===== config.mk =====
export PLATFORM = sky130hd
export DESIGN_NAME = svc_rv_cpi_monitor
export DESIGN_NICKNAME = d
export VERILOG_FILES = /design/src/rtl/svc_rv_cpi_pkg.sv /design/src/rtl/svc_divu_iter.sv /design/src/rtl/svc_rv_cpi_monitor.sv
export SDC_FILE = /design/constraint.sdc
export NUM_CORES = 1
export LEC_CHECK = 0
export ABC_AREA = 1
export CAP_MARGIN = 15
export CORE_ASPECT_RATIO = 1.1
export CORE_MARGIN = 5
export CORE_UTILIZATION = 45
export CTS_CLUSTER_DIAMETER = 100
export DETAILED_ROUTE_END_ITERATION = 8
export PLACE_DENSITY_LB_ADDON = 0.12
export SYNTH_ARGS = -nofsm -noshare
export SYNTH_HDL_FRONTEND = slang
export SYNTH_SLANG_ARGS = --single-unit

===== constraint.sdc =====
create_clock -name clk -period 2.5 [get_ports clk]
set_input_delay 0.25 -clock clk [delete_from_list [all_inputs] [get_ports clk]]
set_output_delay 0.25 -clock clk [all_outputs]
set_load 0.01 [all_outputs]

===== src/rtl/svc_rv_cpi_pkg.sv =====
// Shared types for the CPI monitor: the controller state encoding.
package svc_rv_cpi_pkg;

  typedef enum logic [1:0] {
    COUNT  = 2'd0,
    DIV    = 2'd1,
    DONE   = 2'd2,
    HALTED = 2'd3
  } cpi_state_t;

endpackage


===== src/rtl/svc_divu_iter.sv =====
// Iterative restoring unsigned divider: one quotient bit per clock, MSB first.
// A zero divisor skips the iterations and finishes on the next edge with an
// all-ones quotient. 'done' is high during the edge that completes the
// divide, and 'quotient' then carries the final value so the caller can
// capture it on that same edge.
module svc_divu_iter #(
  parameter int WIDTH = 40
) (
  input  logic             clk,
  input  logic             rst_n,
  input  logic             start,
  input  logic             abort,
  input  logic [WIDTH-1:0] dividend,
  input  logic [WIDTH-1:0] divisor,
  output logic             busy,
  output logic             done,
  output logic [WIDTH-1:0] quotient,
  output logic             div_zero
);

  localparam int CW = $clog2(WIDTH + 1);

  logic             r_busy;
  logic             r_dz;
  logic [CW-1:0]    r_cnt;
  logic [WIDTH-1:0] r_rem;
  logic [WIDTH-1:0] r_quo;
  logic [WIDTH-1:0] r_div;

  logic [WIDTH:0]   w_shift;
  logic [WIDTH:0]   w_diff;
  logic             w_bit;
  logic [WIDTH-1:0] w_rem_nxt;
  logic [WIDTH-1:0] w_quo_nxt;

  // One restoring step: shift in the next dividend bit, trial-subtract.
  always_comb begin
    w_shift   = {r_rem, r_quo[WIDTH-1]};
    w_diff    = w_shift - {1'b0, r_div};
    w_bit     = ~w_diff[WIDTH];
    w_rem_nxt = w_bit ? w_diff[WIDTH-1:0] : w_shift[WIDTH-1:0];
    w_quo_nxt = r_dz ? '1 : {r_quo[WIDTH-2:0], w_bit};
  end

  assign busy     = r_busy;
  assign done     = r_busy && (r_dz || (r_cnt == CW'(1)));
  assign quotient = w_quo_nxt;
  assign div_zero = r_dz;

  // Load on start, iterate while busy; abort drops any divide in flight.
  always_ff @(posedge clk or negedge rst_n) begin
    if (!rst_n) begin
      r_busy <= 1'b0;
      r_dz   <= 1'b0;
      r_cnt  <= '0;
      r_rem  <= '0;
      r_quo  <= '0;
      r_div  <= '0;
    end else if (abort) begin
      r_busy <= 1'b0;
      r_dz   <= 1'b0;
    end else if (start) begin
      r_busy <= 1'b1;
      r_dz   <= (divisor == '0);
      r_cnt  <= CW'(WIDTH);
      r_rem  <= '0;
      r_quo  <= dividend;
      r_div  <= divisor;
    end else if (r_busy) begin
      r_rem <= w_rem_nxt;
      r_quo <= w_quo_nxt;
      r_cnt <= r_cnt - CW'(1);
      if (done) r_busy <= 1'b0;
    end
  end

endmodule


===== src/rtl/svc_rv_cpi_monitor.sv =====
// CPI monitor: counts cycles and retired instructions until the core halts,
// then divides (cycles << FRAC_W) / instrs and offers the result on a
// valid/ready port.
// Handshake: cpi_valid stays high with cpi/div_zero stable until the edge
// where cpi_valid && cpi_ready; it then drops and cpi keeps its value.
module svc_rv_cpi_monitor
  import svc_rv_cpi_pkg::*;
#(
  parameter int CNT_W  = 32,
  parameter int FRAC_W = 8
) (
  input  logic                    clk,
  input  logic                    rst_n,
  input  logic                    clear,
  input  logic                    retire,
  input  logic                    halt,
  output logic [CNT_W-1:0]        cycles,
  output logic [CNT_W-1:0]        instrs,
  output logic                    cpi_valid,
  input  logic                    cpi_ready,
  output logic [CNT_W+FRAC_W-1:0] cpi,
  output logic                    div_zero,
  output cpi_state_t              dbg_state
);

  localparam int Q = CNT_W + FRAC_W;

  cpi_state_t       r_state;
  cpi_state_t       w_state_nxt;
  logic [CNT_W-1:0] r_cycles;
  logic [CNT_W-1:0] r_instrs;
  logic [Q-1:0]     r_cpi;
  logic             r_div_zero;

  logic             w_start;
  logic             w_count;
  logic             w_div_busy;
  logic             w_div_done_raw;
  logic             w_div_done;
  logic [Q-1:0]     w_quotient;
  logic             w_dz;

  svc_divu_iter #(.WIDTH(Q)) u_div (
    .clk      (clk),
    .rst_n    (rst_n),
    .start    (w_start),
    .abort    (clear),
    .dividend ({r_cycles, {FRAC_W{1'b0}}}),
    .divisor  ({{FRAC_W{1'b0}}, r_instrs}),
    .busy     (w_div_busy),
    .done     (w_div_done_raw),
    .quotient (w_quotient),
    .div_zero (w_dz)
  );

  assign w_div_done = w_div_busy && w_div_done_raw;

  // Next-state and control strobes; clear overrides everything else.
  always_comb begin
    w_state_nxt = r_state;
    w_start     = 1'b0;
    w_count     = 1'b0;
    case (r_state)
      COUNT: begin
        if (halt) begin
          w_state_nxt = DIV;
          w_start     = 1'b1;
        end else begin
          w_count = 1'b1;
        end
      end
      DIV:     if (w_div_done) w_state_nxt = DONE;
      DONE:    if (cpi_ready) w_state_nxt = HALTED;
      HALTED:  w_state_nxt = HALTED;
      default: w_state_nxt = COUNT;
    endcase
    if (clear) begin
      w_state_nxt = COUNT;
      w_start     = 1'b0;
      w_count     = 1'b0;
    end
  end

  // State register.
  always_ff @(posedge clk or negedge rst_n) begin
    if (!rst_n) r_state <= COUNT;
    else        r_state <= w_state_nxt;
  end

  // Saturating cycle/instruction counters, live only while counting.
  always_ff @(posedge clk or negedge rst_n) begin
    if (!rst_n) begin
      r_cycles <= '0;
      r_instrs <= '0;
    end else if (clear) begin
      r_cycles <= '0;
      r_instrs <= '0;
    end else if (w_count) begin
      if (r_cycles != '1) r_cycles <= r_cycles + CNT_W'(1);
      if (retire && (r_instrs != '1)) r_instrs <= r_instrs + CNT_W'(1);
    end
  end

  // Capture the divider result on the edge that completes the divide.
  always_ff @(posedge clk or negedge rst_n) begin
    if (!rst_n) begin
      r_cpi      <= '0;
      r_div_zero <= 1'b0;
    end else if (clear) begin
      r_div_zero <= 1'b0;
    end else if ((r_state == DIV) && w_div_done) begin
      r_cpi      <= w_quotient;
      r_div_zero <= w_dz;
    end
  end

  assign cycles    = r_cycles;
  assign instrs    = r_instrs;
  assign cpi       = r_cpi;
  assign div_zero  = r_div_zero;
  assign cpi_valid = (r_state == DONE);
  assign dbg_state = r_state;

endmodule


==> results of run 1 <==
-- path summary, 6_finish.rpt --
path / to / from / cells after the start / slack, ps
max: u_div.r_rem[27] / u_div.r_div[31] / 13 / 100
max in group asynchronous: instrs[20] / rst_n / 3 / 1480
min reg2reg: u_div.r_quo[27] / u_div.r_quo[27] / 2 / 480
min: u_div.r_div[30] / rst_n / 2 / 230
min in group clk: u_div.r_quo[27] / u_div.r_quo[27] / 2 / 480
max reg2reg: u_div.r_rem[27] / u_div.r_div[31] / 13 / 100
-- what timing repair did --
action	4_1_cts	5_1_grt
endpoints found under the setup margin	0	48
hold endpoints to repair	44	0
gates resized for setup	0	41
buffers inserted	0	4
hold buffers	1	0
-- per-layer routing --
layer / GRT usage / vias to the layer above / part of all wire
li1: - / 6649 / -
met1: 0.320 / 6398 / 0.41
met3: 0.0353 / 119 / 0.050
met2: 0.451 / 416 / 0.49
met5: 0 / - / 0
met4: 0.117 / 0 / 0.052
-- metrics by stage --
step | hold WS, ps | util | setup slack [ps] | TNS [ps] | cells
after CTS | 237 | 0.545 | 13.5 | 0 | 2584
after global routing | 271 | 0.556 | -20.4 | -138 | 2593
after floorplan | -45.6 | - | 263 | 0 | 2005
final | 228 | 0.556 | 99.4 | 0 | 2593
after global placement | 205 | 0.518 | 81.7 | 0 | 2540
after detailed placement | 205 | 0.518 | 26.7 | 0 | 2540
-- flip-flops by register name (all words and copies together) (netlist names), 2 cells and up --
name         flops
instrs          32
u_div.r_div     32
u_div.r_cnt      6
u_div.r_rem     40
cycles          32
dbg_state        2
u_div.r_quo     40
cpi             40
-- power groups by stage --
stage / sequential (mW) / clock, mW / combinational [mW]
final: 4.85 / 3.79 / 9.14
after global routing: 4.94 / 4.00 / 10.4
after CTS: 4.83 / 3.88 / 8.60
after detailed placement: 4.87 / 0 / 8.54
after global placement: 4.87 / 0 / 8.47
after floorplan: 4.82 / 0 / 6.00
-- synthesized netlist by cell type, types with 26 or more instances --
master,number
mux2_2,31
nand4_1,31
inv_1,281
ha_1,37
nand2_1,670
nand3_1,128
or2_2,30
nor2_1,143
nor3_1,43
o21ai_0,86
dfrtp_1,227
a21oi_1,49
clkbuf_1,26
xor2_1,35
-- kinds of logic (layout without fill, tap and decap cells) --
logic type	after synthesis	in the layout	share of synthesized area
AO/OA/AOI/OAI	208	208	0.0846
XOR/XNOR	46	46	0.0283
adder cells (fa/ha/maj)	38	38	0.0339
buffers and inverters	349	517	0.0977
flip-flops	227	227	0.399
multiplexers	31	31	0.0245
AND/OR/NAND/NOR	1106	1106	0.332
-- area by class of cell --
class                   count  share of cell area
multi-input cells        1429               0.426
flip-flops and latches    227               0.326
repair buffers            188               0.107
inverters                 285              0.0619
clock buffers              37              0.0421
well taps                 420              0.0302
clock inverters             6             0.00568
repair inverters            1            0.000431
-- placed cells by master, fill, tap and decap left out, types with 3 or more instances in the layout --
master           count
nand2_1            664
mux2_2              31
inv_2                5
o21ai_2              3
nand2_2             19
buf_4               61
clkbuf_8             4
a21oi_1             46
dfrtp_1            227
nor2_1             138
a21oi_2              3
xnor2_1             11
clkinvlp_4           3
o21ai_1             11
clkbuf_1             7
nand3b_1             3
xor2_1              35
buf_12               9
ha_4                 7
nor3_1              43
nand3_2              4
nand3_1            126
or2_2               30
o21bai_1             3
nor4_1              14
o211ai_1            23
o21a_1               9
inv_1              278
clkdlybuf4s50_1    112
clkbuf_16           29
o31ai_1             21
nor2_2               3
nor2_4               9
nand2_4              8
ha_1                29
nand4_1             31
o21ai_0             83
==> metrics.txt, run 1 <==
status finished clean; total gr overflow 0; CTS tree yes; Sw Share 0.438; Crit. End Element register; share of cells above drive strength 1 0.113; final WL approximately 47 mm; Sequential cell area 5680 µm²; crit path time final 2400 ps; Unique masters post-synth 47; part of the power in registers 0.273; Fillers approximately 3000; synth-to-layout area growth 22.1%; area share of the largest cell type after synthesis 0.399; starting density of the core 0.455; Worst Tran Pin Value 563 ps; IO Pins 114; Die W 180 µm; Seq/Total Area, Yosys 0.399; Worst EP required 2930 ps; first-pass detailed-route iteration total 5; Multi-input gate area 7410 µm²; worst path cell trace inv_1 > ha_1 > nand2_2 > inv_1 > a21oi_2 > nand2_1 > nor2_4 > nand3_2 > nand2_4 > buf_12 > nand2_1 > nand3_1 > nand2_1; Critical Path Fanout Max 19; PwrDens 1020 nW/µm²; GPL Wtd Cong ~0.96; DRT antenna net count 0; H-tree depth 1; Slowest-stage cell, CP dfrtp_1; pin count of the biggest net entering global routing 73; Syn Inst Count 2005; type of the tightest min-delay check in2async; Post-layout nets 2202; # rows 68; part of the power in combinational logic 0.514; Fmax 417 MHz; DP Wirelength 35.3 mm; post-route clock period utilization 0.960; Ant. Diodes 0; average wire per cell in the routed design 18.1 µm; Power, Total between 15 and 20 mW; dpl cell area roughly 16000 µm²; core area 31300 µm²; vias in the first global route 13600; FF+latch count, synth 227; Die H 197 µm; Yosys top cell by area dfrtp_1; Max stage delay on crit path 350 ps; Buf/Inv on CP 3; drc violations 0; initial antenna violation count 0; WS Path Type reg2reg; Max Slew Vio Count 0; Clk network pwr share 0.213; via count between 10000 and 15000; Synth area leaders dfrtp_1 (40%), nand2_1 (18%), inv_1 (7.4%), nand3_1 (4.5%), nor2_1 (3.8%); clock-pin slew on the worst setup and hold paths ~60 ps; Worst Skew 11.8 ps; Synth Area per Inst 7.11 µm²; Most used DFF post-synth dfrtp_1; most frequent cell on the critical path nand2_1; final non-filler cell area about 17000 µm²; arrival time worst endpoint 2830 ps; cts bufs inserted 26; max-cap viol count 0; CTS Buffer Depth 3; GRT Total Usage 0.258; Worst slew margin 0.620; Switch Pwr 7.79 mW; cell family contributing the most delay on the critical path simple AND/OR/NAND/NOR gates; die footprint 35300 µm²; syn nets 2049; Mapped Area approximately 14000 µm²; number of buffers added on ports 113; internal cell power 9.99 mW; Yosys Warn Count 0; # clock sinks 227; DRT iter0 DRCs 929; ys async rst share 1.00; Skew-Pair Late Insertion Delay 540 ps; # setup viols final 0; root buffer cell clkbuf_16; first-pass GRT wire length 74.1 mm; Hold Fails Final Rpt 0; CP Launch Type register; Max VDD drop 0.000584 V; vias per std cell 5.24; number of synthesized flops with an enable pin 0; Leakage 8.29 nW
No activity file was read; power rests on OpenSTA's default activity.
==> run 2: changes to the inputs <==
--- a/config.mk
+++ b/config.mk
@@ -11,3 +11,3 @@
 export CORE_MARGIN = 5
-export CORE_UTILIZATION = 45
+export CORE_UTILIZATION = 46
 export CTS_CLUSTER_DIAMETER = 100
--- a/constraint.sdc
+++ b/constraint.sdc
@@ -3,2 +3,2 @@
 set_output_delay 0.25 -clock clk [all_outputs]
-set_load 0.01 [all_outputs]
+set_load 0.05 [all_outputs]
==> metrics.txt, run 2 (synthesized netlist as in run 1, its figures left out) <==
share of cells above drive strength 1 0.109; worst path cell trace inv_1 > ha_1 > nand2_1 > inv_1 > nand2_1 > nand2_1 > a21oi_2 > nand3_2 > nand2_4 > nand2_2 > nand2_4 > nand2_8 > clkbuf_16 > nor2_1 > o21ai_0; Routed met2 length about 21 mm; cts bufs inserted 27; Sequential cell area 5680 µm²; Die H 195 µm; vias in the first global route 13200; Worst EP required 2930 ps; DP Wirelength 33.1 mm; synth-to-layout area growth 22.2%; root buffer cell clkbuf_16; starting density of the core 0.467; die footprint 34600 µm²; Multi-input gate area 7310 µm²; IO Pins about 110; Max Slew Vio Count 0; Switch Pwr ~8.2 mW; drc violations 0; internal cell power about 10 mW; CTS tree yes; # clock sinks 227; pin count of the biggest net entering global routing 73; PwrDens around 1100 nW/µm²; Skew-Pair Late Insertion Delay around 560 ps; post-route clock period utilization 0.954; part of the power in combinational logic 0.511; first-pass GRT wire length 71.4 mm; clock-pin slew on the worst setup and hold paths 60 ps; number of buffers added on ports 113; Buf/Inv on CP 3; final WL 44.6 mm; Post-layout nets 2197; average wire per cell in the routed design between 15 and 20 µm; Worst slew margin 0.522; dpl cell area about 16000 µm²; Max stage delay on crit path 360 ps; Fmax roughly 420 MHz; most common cell after layout, fill and taps aside nand2_1; WS Path Type reg2reg; Worst Skew between 10 and 15 ps; Max VDD drop 0.000620 V; # setup viols final 0; total gr overflow 0; core area 30500 µm²; Die W between 150 and 200 µm; H-tree depth 1; Ant. Diodes 0; uppermost routed layer met4; DRT antenna net count 0; Hold Fails Final Rpt 0; final non-filler cell area ~17000 µm²; type of the tightest min-delay check in2async; GPL Wtd Cong around 1; Clk network pwr share 0.226; initial antenna violation count 0; Fillers 2954; Slowest-stage cell, CP dfrtp_1; Sw Share 0.443; most frequent cells in the layout nand2_1 (667), inv_1 (281), dfrtp_1 (227); CTS Buffer Depth 3; part of the power in registers 0.262; first-pass detailed-route iteration total 5; vias per std cell 5.17; Met3 Wirelength 2.22 mm; TNS Setup 0 ps; final hold slack 225 ps; RSZ-0062 raised after global routing true; Met1 Routed Length approximately 20 mm; status finished clean; Crit. End Element register; GRT Total Usage 0.255; via count 13400; most frequent cell on the critical path nand2_1; # rows 67; Critical Path Fanout Max 7; max-cap viol count 0; Reg2Reg Setup Slack 110 ps; DRT iter0 DRCs about 1000; CP Launch Type register; Leakage ~8.3 nW; arrival time worst endpoint 2820 ps; Worst Tran Pin Value 716 ps; crit path time final about 2400 ps; cell family contributing the most delay on the critical path simple AND/OR/NAND/NOR gates
==> run 2: timing repair <==
item / CTS / global route
endpoints found under the setup margin: 0 / 49
gates resized for setup: 0 / 23
hold buffers: 1 / 0
hold endpoints to repair: 50 / 0
setup buffers: 0 / 1
==> run 2: through the flow <==
step | setup WS (ps) | total power [mW] | instances | utilization
2_1_floorplan | 227 | 11.3 | 2005 | -
3_3_place_gp | 75.5 | 13.7 | 2531 | 0.532
3_5_place_dp | 9.07 | 13.8 | 2531 | 0.532
4_1_cts | 96.2 | 18.1 | 2582 | 0.563
5_1_grt | -57.3 | 19.9 | 2588 | 0.571
6_report | 114 | 18.4 | 2588 | 0.571
==> run 2: final timing paths <==
kind	startpoint	to	cells past startpoint
max	u_div.r_div[22]	u_div.r_rem[39]	15
min	rst_n	u_div.r_div[30]	2
max in group asynchronous	rst_n	instrs[8]	3
min in group clk	u_div.r_quo[0]	u_div.r_quo[0]	2
min reg2reg	u_div.r_quo[0]	u_div.r_quo[0]	2
max reg2reg	u_div.r_div[22]	u_div.r_rem[39]	15
==> run 2: worst reg2reg max path, stage by stage, from the launching register on <==
cell	delay (ps)
dfrtp_1	360
inv_1	140
ha_1	300
nand2_1	170
inv_1	60
nand2_1	60
nand2_1	100
a21oi_2	190
nand3_2	130
nand2_4	110
nand2_2	90
nand2_4	90
nand2_8	110
clkbuf_16	180
nor2_1	90
o21ai_0	90
==> run 2: cell type report <==
cell class                      count  area share
Sequential cell                   227       0.326
Clock buffer                       38      0.0458
Tap cell                          414      0.0298
Clock inverter                     12     0.00898
Inverter                          285      0.0617
Multi-Input combinational cell   1429       0.420
Timing Repair Buffer              183       0.108
==> run 2: power by group through the flow <==
stage | registers (mW) | logic, mW | clock network, mW
2_1_floorplan | 5.27 | 6.00 | 0
3_3_place_gp | 4.86 | 8.88 | 0
3_5_place_dp | 4.88 | 8.92 | 0
4_1_cts | 4.83 | 8.97 | 4.27
5_1_grt | 4.92 | 10.6 | 4.43
6_report | 4.84 | 9.43 | 4.17
==> run 2: metal layers <==
metal | vias to the layer above | GRT usage
met3 | 81 | 0.0354
li1 | 6661 | -
met5 | - | 0
met4 | 0 | 0.0851
met1 | 6291 | 0.355
met2 | 348 | 0.412
==> run 3: changes to the inputs <==
CTS_CLUSTER_SIZE = 40   (was unset)
HOLD_SLACK_MARGIN = 0.1   (was unset)
==> metrics.txt, run 3 (synthesized netlist as in run 1, its figures left out) <==
max-cap viol count 0; CTS tree yes; IO Pins 114; Cell Count, Final, Fillers Out 2563; Core Util, Final 0.561; Critical Path Fanout Max 7; Slowest-stage cell, CP dfrtp_1; Leakage 8.14 nW; Fmax 414 MHz; average wire per cell in the routed design between 15 and 20 µm; Max VDD drop 0.000544 V; GPL Wtd Cong 0.997; cell family contributing the most delay on the critical path simple AND/OR/NAND/NOR gates; status finished clean; Die H 195 µm; Reg2Reg Setup Slack between 80 and 90 ps; Power, Total 17.2 mW; most frequent cells in the layout nand2_1 (662), inv_1 (277), dfrtp_1 (227); clock-pin slew on the worst setup and hold paths 130 ps; DP Wirelength 33.1 mm; first-pass detailed-route iteration total 5; first-pass GRT wire length 70.6 mm; Hold Fails Final Rpt 0; Placed Instances 2531; most frequent cell on the critical path nand2_1; final WL between 40 and 50 mm; Crit. End Element register; Worst EP required 2900 ps; root buffer cell clkbuf_16; PwrDens 1000 nW/µm²; drc violations 0; Max Slew Vio Count 0; synth-to-layout area growth 20.1%; starting density of the core 0.467; GRT Total Usage 0.251; reg2reg end u_div.r_rem[15]; H-tree depth 1; worst setup slack after layout 86.3 ps; DRT antenna net count 0; # setup viols final 0; die footprint about 35000 µm²; Post-layout nets 2188; DRT iter0 DRCs 974; arrival time worst endpoint 2820 ps; vias per std cell 5.20; # rows between 60 and 70; total gr overflow 0; crit path time final ~2400 ps; WS Path Type reg2reg; Skew-Pair Late Insertion Delay 520 ps; RR Startpoint u_div.r_div[27]; initial antenna violation count 0; Worst slew margin 0.611; cts bufs inserted 12; core area 30500 µm²; Max stage delay on crit path around 380 ps; most common cell after layout, fill and taps aside nand2_1; worst reg2reg path depth 14; post-route clock period utilization 0.965; type of the tightest min-delay check in2async; worst path cell trace inv_1 > ha_1 > a21oi_1 > o21ai_1 > nand2_1 > nand2_1 > nor2_4 > nand2_4 > nand2_4 > nand2_8 > buf_12 > nand2_1 > nand3_1 > nand2_1; Worst Skew approximately 61 ps; CTS Buffer Depth 3; pin count of the biggest net entering global routing 73; Buf/Inv on CP 2; RSZ-0062 raised after global routing true; Place WS 9.07 ps; # clock sinks 227; Worst Tran Pin Value 582 ps; final hold slack 270 ps; number of buffers added on ports 113; Die W 178 µm; via count between 10000 and 15000; vias in the first global route 13100; CP Launch Type register; Ant. Diodes 0; share of cells above drive strength 1 0.107
==> run 3: cell types whose count changed in the layout (fill, tap and decap cells not counted), moves of 4 or more <==
| cell | delta |
|---|---|
| nand2_1 | -5 |
| inv_1 | -4 |
| clkbuf_8 | -8 |
| clkinv_2 | -6 |
| clkbuf_16 | -11 |
| ha_1 | -4 |
==> run 3: worst max path at each step <==
stage / slack (ps) / cells after the start / to / startpoint
floorplan: 230 / 14 / instrs[0] / instrs[0]
global placement: 80 / 8 / u_div.r_quo[5] / clear
detailed placement: 9 / 8 / u_div.r_quo[2] / clear
CTS: 20 / 17 / u_div.r_rem[17] / u_div.r_quo[39]
global route: -50 / 15 / u_div.r_rem[18] / u_div.r_rem[5]
finish: 90 / 14 / u_div.r_rem[15] / u_div.r_div[27]
==> run 3: per-layer routing <==
metal	part of all wire	wire [µm]	up-vias	track usage
li1	-	-	6621	-
met1	0.45	20200	6264	0.352
met2	0.47	21000	351	0.407
met3	0.046	2070	80	0.0309
met4	0.033	1500	0	0.0802
met5	0	0	-	0
==> run 3: worst reg2reg max path: cells and delay by family (launching register included) <==
family,cells,cell delay [ps]
simple gates,9,960
compound gates,2,390
flops,1,380
fa+ha+maj,1,310
buf+inv,2,290
==> run 3: final cells by class <==
class                      instances  area [µm²]
timing repair buffer             187        1960
sequential                       227        5680
clock buffer                      13         325
clock inverter                     6         131
inverter                         285        1080
multi-input combinational       1429        7400
timing repair inverter             2        12.5
fill                            2985       13400
tap                              414         518
==> run 3: repair_timing <==
action	in CTS	in global routing
setup endpoints to repair	0	55
resized for setup	0	46
buffers inserted	0	2
hold endpoints to repair	181	0
hold buffers	1	0
==> run 3: per-stage QoR <==
stage,cell area [µm²],setup TNS (ps)
global route,17100,-570
finish,17100,0
floorplan,14200,0
detailed placement,16200,0
global placement,16200,0
CTS,16700,0
==> run 3: where the power goes <==
| part | switching, mW | internal [mW] | leakage, nW | total [mW] |
|---|---|---|---|---|
| sequential | 0.503 | 4.33 | 3.05 | 4.83 |
| clock | 1.45 | 1.06 | 0.213 | 2.51 |
| combinational | 6.23 | 3.60 | 4.87 | 9.83 |
